$ cat src/rtl/sample_seq_pkg.sv
// rtl/sample_seq_pkg.sv - shared constants and state encoding for the sample sequencer
package sample_seq_pkg;

    localparam int DEF_DATA_W  = 8;
    localparam int DEF_TIMEOUT = 16;
    localparam int DEF_OVR_W   = 8;

    typedef logic [1:0] seq_state_t;

    localparam seq_state_t ST_IDLE  = 2'd0;
    localparam seq_state_t ST_FETCH = 2'd1;
    localparam seq_state_t ST_PROC  = 2'd2;
    localparam seq_state_t ST_EMIT  = 2'd3;

endpackage

$ cat src/rtl/sat_counter.sv
// rtl/sat_counter.sv - saturating up-counter with clear; increment beats clear
module sat_counter #(
    parameter int W = 8
) (
    input  logic         clk,
    input  logic         rst,
    input  logic         inc,
    input  logic         clr,
    output logic [W-1:0] cnt
);

    always_ff @(posedge clk) begin
        if (rst) begin
            cnt <= '0;
        end else if (inc) begin
            // a coincident clear restarts the count at the new event
            if (clr)
                cnt <= W'(1);
            else if (cnt != {W{1'b1}})
                cnt <= cnt + 1'b1;
        end else if (clr) begin
            cnt <= '0;
        end
    end

endmodule

$ cat src/rtl/sample_sequencer.sv
// rtl/sample_sequencer.sv - per-tick fetch/process/emit controller with overrun and timeout detection
module sample_sequencer
    import sample_seq_pkg::*;
#(
    parameter int DATA_W  = DEF_DATA_W,
    parameter int TIMEOUT = DEF_TIMEOUT,
    parameter int OVR_W   = DEF_OVR_W
) (
    input  logic              clk,
    input  logic              rst,
    input  logic              en,
    input  logic              divide_now,
    output logic              src_req,
    input  logic              src_ack,
    input  logic [DATA_W-1:0] src_data,
    output logic              proc_start,
    output logic [DATA_W-1:0] proc_data,
    input  logic              proc_done,
    input  logic [DATA_W-1:0] proc_result,
    output logic              out_valid,
    output logic [DATA_W-1:0] out_data,
    input  logic              out_ready,
    output logic              busy,
    output logic              overrun,
    output logic              timeout_err,
    output logic [OVR_W-1:0]  overrun_cnt,
    input  logic              err_clr
);

    localparam int WAIT_W = $clog2(TIMEOUT + 1);
    localparam logic [WAIT_W-1:0] WAIT_LAST = WAIT_W'(TIMEOUT - 1);

    seq_state_t        state;
    logic [WAIT_W-1:0] wait_cnt;
    logic              ovr_evt;
    logic              ack_ok;
    logic              to_evt;
    logic              done_ok;
    logic              emit_hs;

    always_comb begin
        ovr_evt = divide_now && (state != ST_IDLE);
        ack_ok  = (state == ST_FETCH) && src_ack;
        to_evt  = (state == ST_FETCH) && !src_ack && (wait_cnt == WAIT_LAST);
        // done is only trusted once the start pulse has been seen by the datapath
        done_ok = (state == ST_PROC) && proc_done && !proc_start;
        emit_hs = (state == ST_EMIT) && out_valid && out_ready;
    end

    always_ff @(posedge clk) begin
        if (rst) begin
            state       <= ST_IDLE;
            wait_cnt    <= '0;
            src_req     <= 1'b0;
            proc_start  <= 1'b0;
            proc_data   <= '0;
            out_valid   <= 1'b0;
            out_data    <= '0;
            busy        <= 1'b0;
            overrun     <= 1'b0;
            timeout_err <= 1'b0;
        end else begin
            proc_start <= 1'b0;
            case (state)
                ST_IDLE: begin
                    if (en && divide_now) begin
                        state    <= ST_FETCH;
                        src_req  <= 1'b1;
                        wait_cnt <= '0;
                        busy     <= 1'b1;
                    end
                end
                ST_FETCH: begin
                    if (ack_ok) begin
                        src_req    <= 1'b0;
                        proc_data  <= src_data;
                        proc_start <= 1'b1;
                        state      <= ST_PROC;
                    end else if (to_evt) begin
                        src_req <= 1'b0;
                        busy    <= 1'b0;
                        state   <= ST_IDLE;
                    end else begin
                        wait_cnt <= wait_cnt + 1'b1;
                    end
                end
                ST_PROC: begin
                    if (done_ok) begin
                        out_data  <= proc_result;
                        out_valid <= 1'b1;
                        state     <= ST_EMIT;
                    end
                end
                ST_EMIT: begin
                    if (emit_hs) begin
                        out_valid <= 1'b0;
                        busy      <= 1'b0;
                        state     <= ST_IDLE;
                    end
                end
                default: begin
                    state <= ST_IDLE;
                    busy  <= 1'b0;
                end
            endcase

            if (to_evt)
                timeout_err <= 1'b1;
            else if (err_clr)
                timeout_err <= 1'b0;

            if (ovr_evt)
                overrun <= 1'b1;
            else if (err_clr)
                overrun <= 1'b0;
        end
    end

    sat_counter #(
        .W(OVR_W)
    ) u_ovr_cnt (
        .clk(clk),
        .rst(rst),
        .inc(ovr_evt),
        .clr(err_clr),
        .cnt(overrun_cnt)
    );

endmodule
$ cat config.mk
export PLATFORM = sky130hd
export DESIGN_NAME = sample_sequencer
export DESIGN_NICKNAME = d
export VERILOG_FILES = /design/src/rtl/sample_seq_pkg.sv /design/src/rtl/sat_counter.sv /design/src/rtl/sample_sequencer.sv
export SDC_FILE = /design/constraint.sdc
export NUM_CORES = 1
export LEC_CHECK = 0
export CORE_MARGIN = 4
export CORE_UTILIZATION = 45
export CTS_CLUSTER_SIZE = 12
export DETAILED_ROUTE_END_ITERATION = 7
export HOLD_SLACK_MARGIN = 0.12
export PLACE_DENSITY = 0.85
export SLEW_MARGIN = 10
export SYNTH_ARGS = -nofsm -noshare
export SYNTH_HDL_FRONTEND = slang
export SYNTH_SLANG_ARGS = --single-unit
$ cat constraint.sdc
create_clock -name clk -period 2.75 [get_ports clk]
set_input_delay 0.55 -clock clk [delete_from_list [all_inputs] [get_ports clk]]
set_output_delay 0.55 -clock clk [all_outputs]
set_load 0.05 [all_outputs]
==> run_results.csv <==
group,metric,value,unit
timing,post-route-period-util,82.5,%
synthesis,synth_seq_cells,37,
routing,vias,1491,
timing,fin_tns_setup,0,ns
clocking,cts_root_buffer,"clkbuf_4",
die,dieArea,0.00462,mm²
synthesis,yosys-top-cells-count,"dfxtp_1 (37), nor2_1 (22), mux2i_1 (21)",
synthesis,async_reset_ff_share,0,%
synthesis,synth_nets,201,
cells_and_area,layout-drive-gt1-share,4.41,%
timing,fmax,441,MHz
timing,holdWs,0.487,ns
clocking,cts_resized,0,
synthesis,yosys-top-cells-area,"dfxtp_1 (46%), mux2i_1 (13%), nor2_1 (5.1%)",
clocking,path_clk_slew,0.11,ns
grt,grt_antenna_before_repair,0,
die,start_util,47.4,%
cells_and_area,fill_cells,294,
power_and_ir_drop,ir_drop,442,µV
timing,slew_headroom,56.0,%
timing,layout_min_cycle_time,2.27,ns
clocking,cts_setup_buffers,0,
min_path,hp-class,"reg2reg",
placed_design,gp_congestion,0.811,
die,rows,21,
placed_design,place_hpwl,2.93,mm
critical_path,reg2reg_slack,0.48,ns
synthesis,synth_area_per_cell,9.30,µm²
critical_path,start_kind,"register",
synthesis,yosys.area.top_type,"dfxtp_1",
routing,wl_met2,1.77,mm
cells_and_area,area_delta_synth_final,39.0,%
grt,grt_pass1_wl,6.64,mm
grt,gr-total-overflow,0,
clocking,cts_max_path_buffers,2,
die,die_h,68.0,µm
timing,setup_viol,0,
timing,maxSlewViolCount,0,
routing,finalWirelength,3.95,mm
timing,fin_skew,0.0168,ns
timing,hold_viol,0,
cells_and_area,nets,254,
cells_and_area,diodes,0,
flow_run,maxCapViolations,0,
routing,drt-met1-wl,1.82,mm
routing,drc_errors,0,
clocking,cts_tree,"done",
routing,wl_met3,285,µm
power_and_ir_drop,p_leak,0.834,nW
placed_design,io_buffers,53,
clocking,holdBufCountCts,0,
run_status,outcome,"finished, final reports clean",
synthesis,ys_seq_area_share,45.8,%
synthesis,synth-edff-count,0,
power_and_ir_drop,p_switching,0.287,mW
routing,final_antenna_net_count,0,
die,core-area,0.00342,mm²
grt,grt_max_degree,19,
die,die_w,68.0,µm
power_and_ir_drop,p_comb_share,16.5,%
critical_path,required,3.02,ns
critical_path,crit_path_end_kind,"register",
routing,viasPerCell,5.46,
power_and_ir_drop,finalPower,1.03,mW
clocking,ctsHtreeMaxLevel,2,
critical_path,crit_type,"reg2reg",
synthesis,yosysMostFrequentCell,"dfxtp_1",
grt,grtUsageTotal,19.2,%
grt,grt_pass1_vias,1449,
timing,tightest_slew,0.657,ns
routing,topRoutingLayerUsed,"met4",
clocking,cts_made_buffers,5,
clocking,cts.sinks,37,
critical_path,critPathMaxFanout,7,
power_and_ir_drop,power_density,459,mW/mm²
routing,drt_iter0_drc,125,
power_and_ir_drop,pwr-share-seq,55.0,%
synthesis,syn_area,0.00162,mm²
cells_and_area,finalNonFillerCells,273,
synthesis,synthCells,174,
timing,rsz0062_at_grt,"false",
synthesis,ys_types,39,
clocking,clk_latency,0.34,ns
power_and_ir_drop,switching_share,27.8,%
routing,drt-pass1-iter-count,4,
power_and_ir_drop,power_frac_clock,28.4,%
critical_path,crit_arrival,2.54,ns
synthesis,yosysWarnings,0,
synthesis,synth_top_area_share,45.8,%
placed_design,post-place-cells,266,
die,io_pins,54,
cells_and_area,regArea,741,µm²
power_and_ir_drop,p_int,0.746,mW
cells_and_area,multi_input_area,820,µm²
routing,wl_per_cell,14.5,µm
synthesis,synthFlopType,"dfxtp_1",
==> layout make-up <==
cell class	instances	area share, %
flip-flops and latches	37	32.9
clock inverters	1	0.334
clock buffers	6	2.28
repair buffers	55	24.3
inverters	7	1.17
multi-input cells	121	36.4
well taps	46	2.56
==> power groups by stage <==
| stage | Clock, mW | Sequential, mW | Combinational, mW |
|---|---|---|---|
| finish | 0.294 | 0.569 | 0.171 |
| global route | 0.322 | 0.572 | 0.185 |
| floorplan | 0 | 0.616 | 0.0604 |
| global placement | 0 | 0.580 | 0.168 |
| CTS | 0.299 | 0.568 | 0.171 |
| detailed placement | 0 | 0.580 | 0.170 |
==> registers in the layout, summed over array words and instances (netlist names), named ones only <==
| register | cells |
|---|---|
| busy | 1 |
| out_data | 8 |
| out_valid | 1 |
| overrun | 1 |
| proc_data | 8 |
| proc_start | 1 |
| src_req | 1 |
| state | 1 |
| timeout_err | 1 |
| u_ovr_cnt.cnt | 8 |
| wait_cnt | 5 |
==> per-stage QoR <==
stage	utilization, %	instance area, µm²	setup slack, ns
3_3_place_gp	64.1	2190	0.497
2_1_floorplan	-	1620	0.664
6_report	65.8	2250	0.481
4_1_cts	65.8	2250	0.509
5_1_grt	65.8	2250	0.343
3_5_place_dp	64.1	2190	0.455
==> cell usage in the layout, fill, tap and decap left out, drive strengths merged, types with 3 or more instances in the layout <==
cell type      synthesis  routed
nand2                  6       6
o21ai                  5       5
nand3                 12      12
nand3b                 3       3
clkbuf                 4       6
nor2                  22      22
ha                     3       3
a21oi                 11      11
clkdlybuf4s50          0      53
inv                    7       7
mux2i                 21      21
a211oi                 6       6
dfxtp                 37      37
==> logic make-up (layout without fill, tap and decap cells) <==
logic type	Yosys count	after routing	share of synthesized area, %
AO/OA/AOI/OAI	34	34	13.8
adder cells (fa/ha/maj)	3	3	2.32
buffers and inverters	16	69	3.94
flip-flops	37	37	45.8
multiplexers	21	21	13.0
AND/OR/NAND/NOR	63	63	21.1
==> critical path, cell delays in order (launching register included) <==
cell     delay, ns
dfxtp_1       0.35
ha_1          0.22
and3_1        0.19
ha_1          0.21
or4b_1        0.63
or4_1         0.44
a21oi_1       0.17
==> layer usage <==
metal	global-route usage [%]	vias to the layer above
li1	-	746
met1	24.7	689
met2	30.3	46
met3	6.08	10
met4	6.70	0
met5	0	-
==> path summary, 6_finish.rpt <==
check	start	endpoint	cells past startpoint
max reg2reg	wait_cnt[0]$_SDFFE_PP0P_	wait_cnt[4]$_SDFFE_PP0P_	6
min reg2reg	src_req$_SDFFE_PP0P_	src_req$_SDFFE_PP0P_	2
min	src_req$_SDFFE_PP0P_	src_req$_SDFFE_PP0P_	2
max	wait_cnt[0]$_SDFFE_PP0P_	wait_cnt[4]$_SDFFE_PP0P_	6
No activity file was read; power rests on OpenSTA's default activity.
